--- src/rtl/pattern_detector_fsm.sv ---
// Serial bit-pattern detector with a registered (Moore) match pulse.
// The pattern is PAT_W bits wide, loadable at runtime, and compared MSB-first
// against the most recent PAT_W valid bits. Overlapping and non-overlapping
// detection are selected per match by the overlap input.
// Optional match counter: define PATTERN_DETECTOR_COUNT_EN to build it.
// Without the macro, match_count is tied to zero.
module pattern_detector_fsm #(
  parameter int unsigned       PAT_W     = 2,
  parameter logic [PAT_W-1:0]  RESET_PAT = PAT_W'(2'b01),
  parameter int unsigned       CNT_W     = 8
) (
  input  logic             clk,
  input  logic             reset,
  input  logic             a,
  input  logic             valid,
  input  logic             pat_load,
  input  logic [PAT_W-1:0] pat_in,
  input  logic             overlap,
  output logic             y,
  output logic [CNT_W-1:0] match_count
);

  // fill is the FSM state S0..S(PAT_W): number of usable bits in hist.
  localparam int unsigned FILL_W = $clog2(PAT_W + 1);
  localparam logic [FILL_W-1:0] FILL_EMPTY = '0;
  localparam logic [FILL_W-1:0] FILL_FULL  = FILL_W'(PAT_W);

  logic [PAT_W-1:0]  pat_q, pat_d;
  logic [PAT_W-1:0]  hist_q, hist_d;
  logic [FILL_W-1:0] fill_q, fill_d;
  logic [FILL_W-1:0] fill_inc;
  logic              match_q, match_d;
  logic              accept;

  // Next-state: pattern load beats a valid bit; a valid bit shifts in and may complete a match.
  always_comb begin
    pat_d    = pat_q;
    hist_d   = hist_q;
    fill_d   = fill_q;
    match_d  = 1'b0;
    accept   = 1'b0;
    fill_inc = (fill_q == FILL_FULL) ? FILL_FULL : fill_q + FILL_W'(1);
    if (pat_load) begin
      // Same-cycle valid bit is dropped; progress restarts from S0.
      pat_d  = pat_in;
      hist_d = '0;
      fill_d = FILL_EMPTY;
    end else if (valid) begin
      hist_d = (hist_q << 1) | PAT_W'(a);
      fill_d = fill_inc;
      accept = (fill_inc == FILL_FULL) && (hist_d == pat_q);
      if (accept) begin
        match_d = 1'b1;
        // Non-overlapping: next match must be built from PAT_W fresh bits.
        if (!overlap) begin
          fill_d = FILL_EMPTY;
        end
      end
    end
  end

  // Detector state registers with asynchronous active-high reset.
  always_ff @(posedge clk or posedge reset) begin
    if (reset) begin
      pat_q   <= RESET_PAT;
      hist_q  <= '0;
      fill_q  <= FILL_EMPTY;
      match_q <= 1'b0;
    end else begin
      pat_q   <= pat_d;
      hist_q  <= hist_d;
      fill_q  <= fill_d;
      match_q <= match_d;
    end
  end

  assign y = match_q;

`ifdef PATTERN_DETECTOR_COUNT_EN
  logic [CNT_W-1:0] cnt_q, cnt_d;

  // Saturating count of accepted matches; a pattern load does not clear it.
  always_comb begin
    cnt_d = cnt_q;
    if (accept && (cnt_q != {CNT_W{1'b1}})) begin
      cnt_d = cnt_q + CNT_W'(1);
    end
  end

  // Match counter register.
  always_ff @(posedge clk or posedge reset) begin
    if (reset) begin
      cnt_q <= '0;
    end else begin
      cnt_q <= cnt_d;
    end
  end

  assign match_count = cnt_q;
`else
  assign match_count = '0;
`endif

endmodule
--- config.mk ---
export PLATFORM = sky130hd
export DESIGN_NAME = pattern_detector_fsm
export DESIGN_NICKNAME = d
export VERILOG_FILES = /design/src/rtl/pattern_detector_fsm.sv
export SDC_FILE = /design/constraint.sdc
export NUM_CORES = 1
export LEC_CHECK = 0
export ABC_CLOCK_PERIOD_IN_PS = 950
export BUFFER_PORTS_ARGS = -buffer_cell sky130_fd_sc_hd__buf_2
export CORE_AREA = 2 2 39 41
export CTS_CLUSTER_SIZE = 16
export DETAILED_ROUTE_END_ITERATION = 6
export DIE_AREA = 0 0 41 43
export SLEW_MARGIN = 0
export SYNTH_ARGS = -nofsm -noshare
export SYNTH_HDL_FRONTEND = slang
export SYNTH_SLANG_ARGS = --single-unit
--- constraint.sdc ---
create_clock -name clk -period 0.95 [get_ports clk]
set_input_delay 0.095 -clock clk [delete_from_list [all_inputs] [get_ports clk]]
set_output_delay 0.095 -clock clk [all_outputs]
set_load 0.1 [all_outputs]
# After elaboration in Yosys (flattened, before gate mapping)
# Cells that the tools add are included.
# classes
mux	10
reduce_logical	2
bitwise_logic	1
eq_ne	3
addsub	1
# ops
op	n
$mux W2	5
$mux W1	5
$eq A2 B2 Y1 const B	2
$add A2 B1 Y2 const B	1
$eq A2 B2 Y1	1
$or A2 B1 Y2	1
$reduce_bool A2 Y1	1
$logic_and A1 B1 Y1	1
# totals
out_inout_bits	9
inputBits	8
register_bits	6

# Logic depth before layout (Yosys ltp)
# logic_depth
depth_word	7
mapped_depth	4

# Least setup slack after synthesis
# OpenSTA, ideal clock, no wires.
# synth_timing
path_kind	reg2reg
startpoint	reg pat_q[0]
endpoint	reg fill_q[1]
path_buffers	0
setup_slack_ns	-0.083
path_stages_with_launch	4
arrival_ns	0.937
cell_sequence	dfstp_2 xor2_1 nor2_1 a311oi_2
# synth_between
elab_chain_len	5
# synth_rtl
item	line	text
start, declared	28	logic [PAT_W-1:0] pat_q, pat_d;
start signal, assigned	70	pat_q <= pat_d;
$eq A2 B2 Y1	51	accept = (fill_inc == FILL_FULL) && (hist_d == pat_q);
$logic_and A1 B1 Y1	51	
$mux W2	52	if (accept) begin
$mux W2	48	end else if (valid) begin
$mux W2	43	if (pat_load) begin
end signal, assigned	72	fill_q <= fill_d;
end, declared	30	logic [FILL_W-1:0] fill_q, fill_d;
# Every way passes these cells. The select of a mux whose other input is x is not followed.
# A chain may end at the register's enable or synchronous reset.

# Worst setup path in the final report
# layout_timing
startpoint	reg fill_q[1]
endpoint	reg fill_q[1]
# layout_between
elab_chain_len	7
elab_cells_between_ends	9
cone_classes	add/sub: 1; eq/ne: 2; mux: 5; reduce/logical: 1
# layout_rtl
item	line	text
$add A2 B1 Y2 or $eq A2 B2 Y1 (tied branches)	42	fill_inc = (fill_q == FILL_FULL) ? FILL_FULL : fill_q + FILL_W'(1);
$mux W2 *	42	
$eq A2 B2 Y1	51	
$logic_and A1 B1 Y1	51	
$mux W2 *	52	
$mux W2 *	48	
$mux W2 *	43	
# Mark *: on every way between the ends. The rest lies on a longest branch, timed or not. The select of a mux whose other input is x is not followed.

==> summary.md <==
| Metric | Value |
|---|---|
| Status | finished with violations |
| Failing checks | negative setup slack |
| PD cells | 1790 mW/mm^2 |
| Sequential cell area fraction in the yosys report | 0.425 |
| Initial Utilization | 0.258 |
| Final Max Tran Viols | 0 |
| Num CTS Buffers | 3 |
| Commonest non-fill, non-tap cell in the layout | conb_1 |
| DR pass1 iterations | 2 |
| Setup tns final | -160 ps |
| Final Wtd Congestion | 0.634 |
| Unrepaired setup endpoints after global routing | yes |
| Worst setup SP type | register |
| Final setup margin | -83.8 ps |
| Synth area leaders | dfrtp_1, buf_4, mux2i_1 |
| Start point of the worst hold path | pat_in[1] |
| FF/Latch Area | 153 um^2 |
| Layout Cells excl Fill | 61 |
| Worst path arrival time | 1160 ps |
| Mapped Area | 357 um^2 |
| Clk sinks | 6 |
| Fin util | 0.331 |
| Nets | 55 |
| Grt total ovfl | 0 |
| Drt drc | 0 |
| Crit path from | fill_q[1] |
| Worst ir drop on vdd | approximately 690 uV |
| Initial antenna violation count | 0 |
| Wire per inst | 9.72 um |
| Final Power | around 0.00082 W |
| Clock slew at reported path FFs | 60 ps |
| Max Fanout on Critical Path | 2 |
| Fmax | 0.967 GHz |
| Unique masters post-synth | 12 |
| Iter 0 DRT Violations | 2 |
| Width of the die | 41 um |
| Avg Cell Area, Syn | approximately 11 um^2 |
| Post-CTS setup buffers | 0 |
| Core area | 0.00138 mm^2 |
| Lkg Pwr | between 0.2 and 0.25 nW |
| Fill count | 145 |
| Die Ht | 43 um |
| Row count | 14 |
| FF-to-FF Start | fill_q[1] |
| Share of post-route cells with drive strength above 1 | 0.400 |
| Max Cap Viol | 0 |
| Synth Warn # | 0 |
| CTS tree | yes |
| Area of the multi-input gates | 171 um^2 |
| Synth top area share | 0.351 |
| Kind of critical path | register to register |
| Final setup fails | 2 |
| First-pass GRT wire length | 938 um |
| Clock root cell | clkbuf_4 |
| Hold WC Path Type | primary input to register |
| Yosys reg bits | 6 |
| Placed cell count | 56 |
| Area Growth Syn to Fin | 28.4% |
| Final WL | between 500 and 600 um |
| Tmin final | 1030 ps |
| Largest net degree at the start of global routing | 7 |
| Worst Path Required | 1080 ps |
| H-tree depth | 1 |
| Clock tree buffer depth | 2 |
| DP Wirelength | 406 um |
| Cells after synthesis | 33 |
| Ant. Diodes | 0 |
| Commonest non-fill, non-tap cells in the layout | conb_1, buf_2, inv_1, dfrtp_1 |
| Number of top-level pins | 17 |
| PortBufs | 8 |
| Clock skew | 14.7 ps |
| Vias in the first global route | 240 |
| Setup crit end kind | register |
| Global-route usage over all layers | 0.0869 |
| Die footprint | 0.00176 mm^2 |
| Clock Latency Late Sink | 250 ps |
| Detailed-route via count | ~230 |
| Yosys top cell by area | dfrtp_1 |
| Post-route ant nets | 0 |
| Final period utilization | 1.09 |
| Post-DR vias/cell | 3.79 |
| Final Hold Viols | 0 |
## sequential cells by signal (all words and copies together), names as in the netlist
register  flops
fill_q        2
pat_q         2
hist_q        1
y             1
## cells in the mapped netlist
cell and n:
a311oi_2 1, conb_1 1, dfstp_2 1, dfrtp_1 5, and4b_1 1, xor2_1 2, nor2_1 3, mux2_1 2
buf_4 9, ha_1 1, mux2i_1 3, inv_1 4
## power breakdown
| part | total (W) | switching (W) | internal [W] |
|---|---|---|---|
| Clock | 0.000263 | 0.000104 | 0.000160 |
| Combinational | 0.000262 | 0.000199 | 0.0000628 |
| Sequential | 0.000293 | 0.0000128 | 0.000280 |
## final cells by class
| class | instances | area share |
|---|---|---|
| sequential | 6 | 0.333 |
| multi-input combinational | 21 | 0.374 |
| clock buffer | 4 | 0.0574 |
| inverter | 4 | 0.0328 |
| tap | 16 | 0.0437 |
| timing repair buffer | 10 | 0.158 |
## path summary, 6_finish.rpt
| check | endpoint | slack, ps | cells past startpoint |
|---|---|---|---|
| max reg2reg | fill_q[1] | -80 | 4 |
| min in group asynchronous | fill_q[0] | 290 | 3 |
| min | pat_q[1] | 70 | 2 |
| max | fill_q[1] | -80 | 4 |
| max in group asynchronous | pat_q[0] | 390 | 3 |
| min reg2reg | pat_q[1] | 510 | 1 |
## cell families after synthesis
group           Yosys count  share of synthesized area
mux                       5                      0.147
fa+ha+maj                 1                     0.0351
xor+xnor                  2                     0.0491
simple gates              4                     0.0596
flops                     6                      0.425
other cells               1                     0.0105
buf+inv                  13                      0.232
compound gates            1                     0.0421
## stage by stage
| step | hold WS (ps) | cell area, um^2 | worst slack, ps |
|---|---|---|---|
| after global placement | 17.6 | 399 | -85.3 |
| after CTS | 66.7 | 435 | -90.1 |
| after detailed placement | 23.9 | 399 | -117 |
| after global routing | 69.5 | 458 | -139 |
| final | 75.0 | 458 | -83.8 |
| after floorplan | -115 | 384 | -60.8 |
## timing repair
item,4_1_cts,5_1_grt
hold buffers,1,0
endpoints found under the setup margin,2,3
pin swaps,3,3
resized for setup,0,3
endpoints found under the hold margin,5,0
## routing by layer
layer | GRT usage | up-vias | part of all wire
li1 | - | 110 | -
met1 | 0.0852 | 107 | 0.35
met2 | 0.131 | 14 | 0.54
met3 | 0.0628 | 0 | 0.11
met4 | 0.0400 | 0 | 0
met5 | 0 | - | 0
## critical path, cell delays in order (launching register included)
cell	delay [ps]
dfrtp_1	370
inv_1	100
ha_4	210
mux2i_1	170
a311oi_2	50
Note: power is estimated with default switching activity, not from simulation.
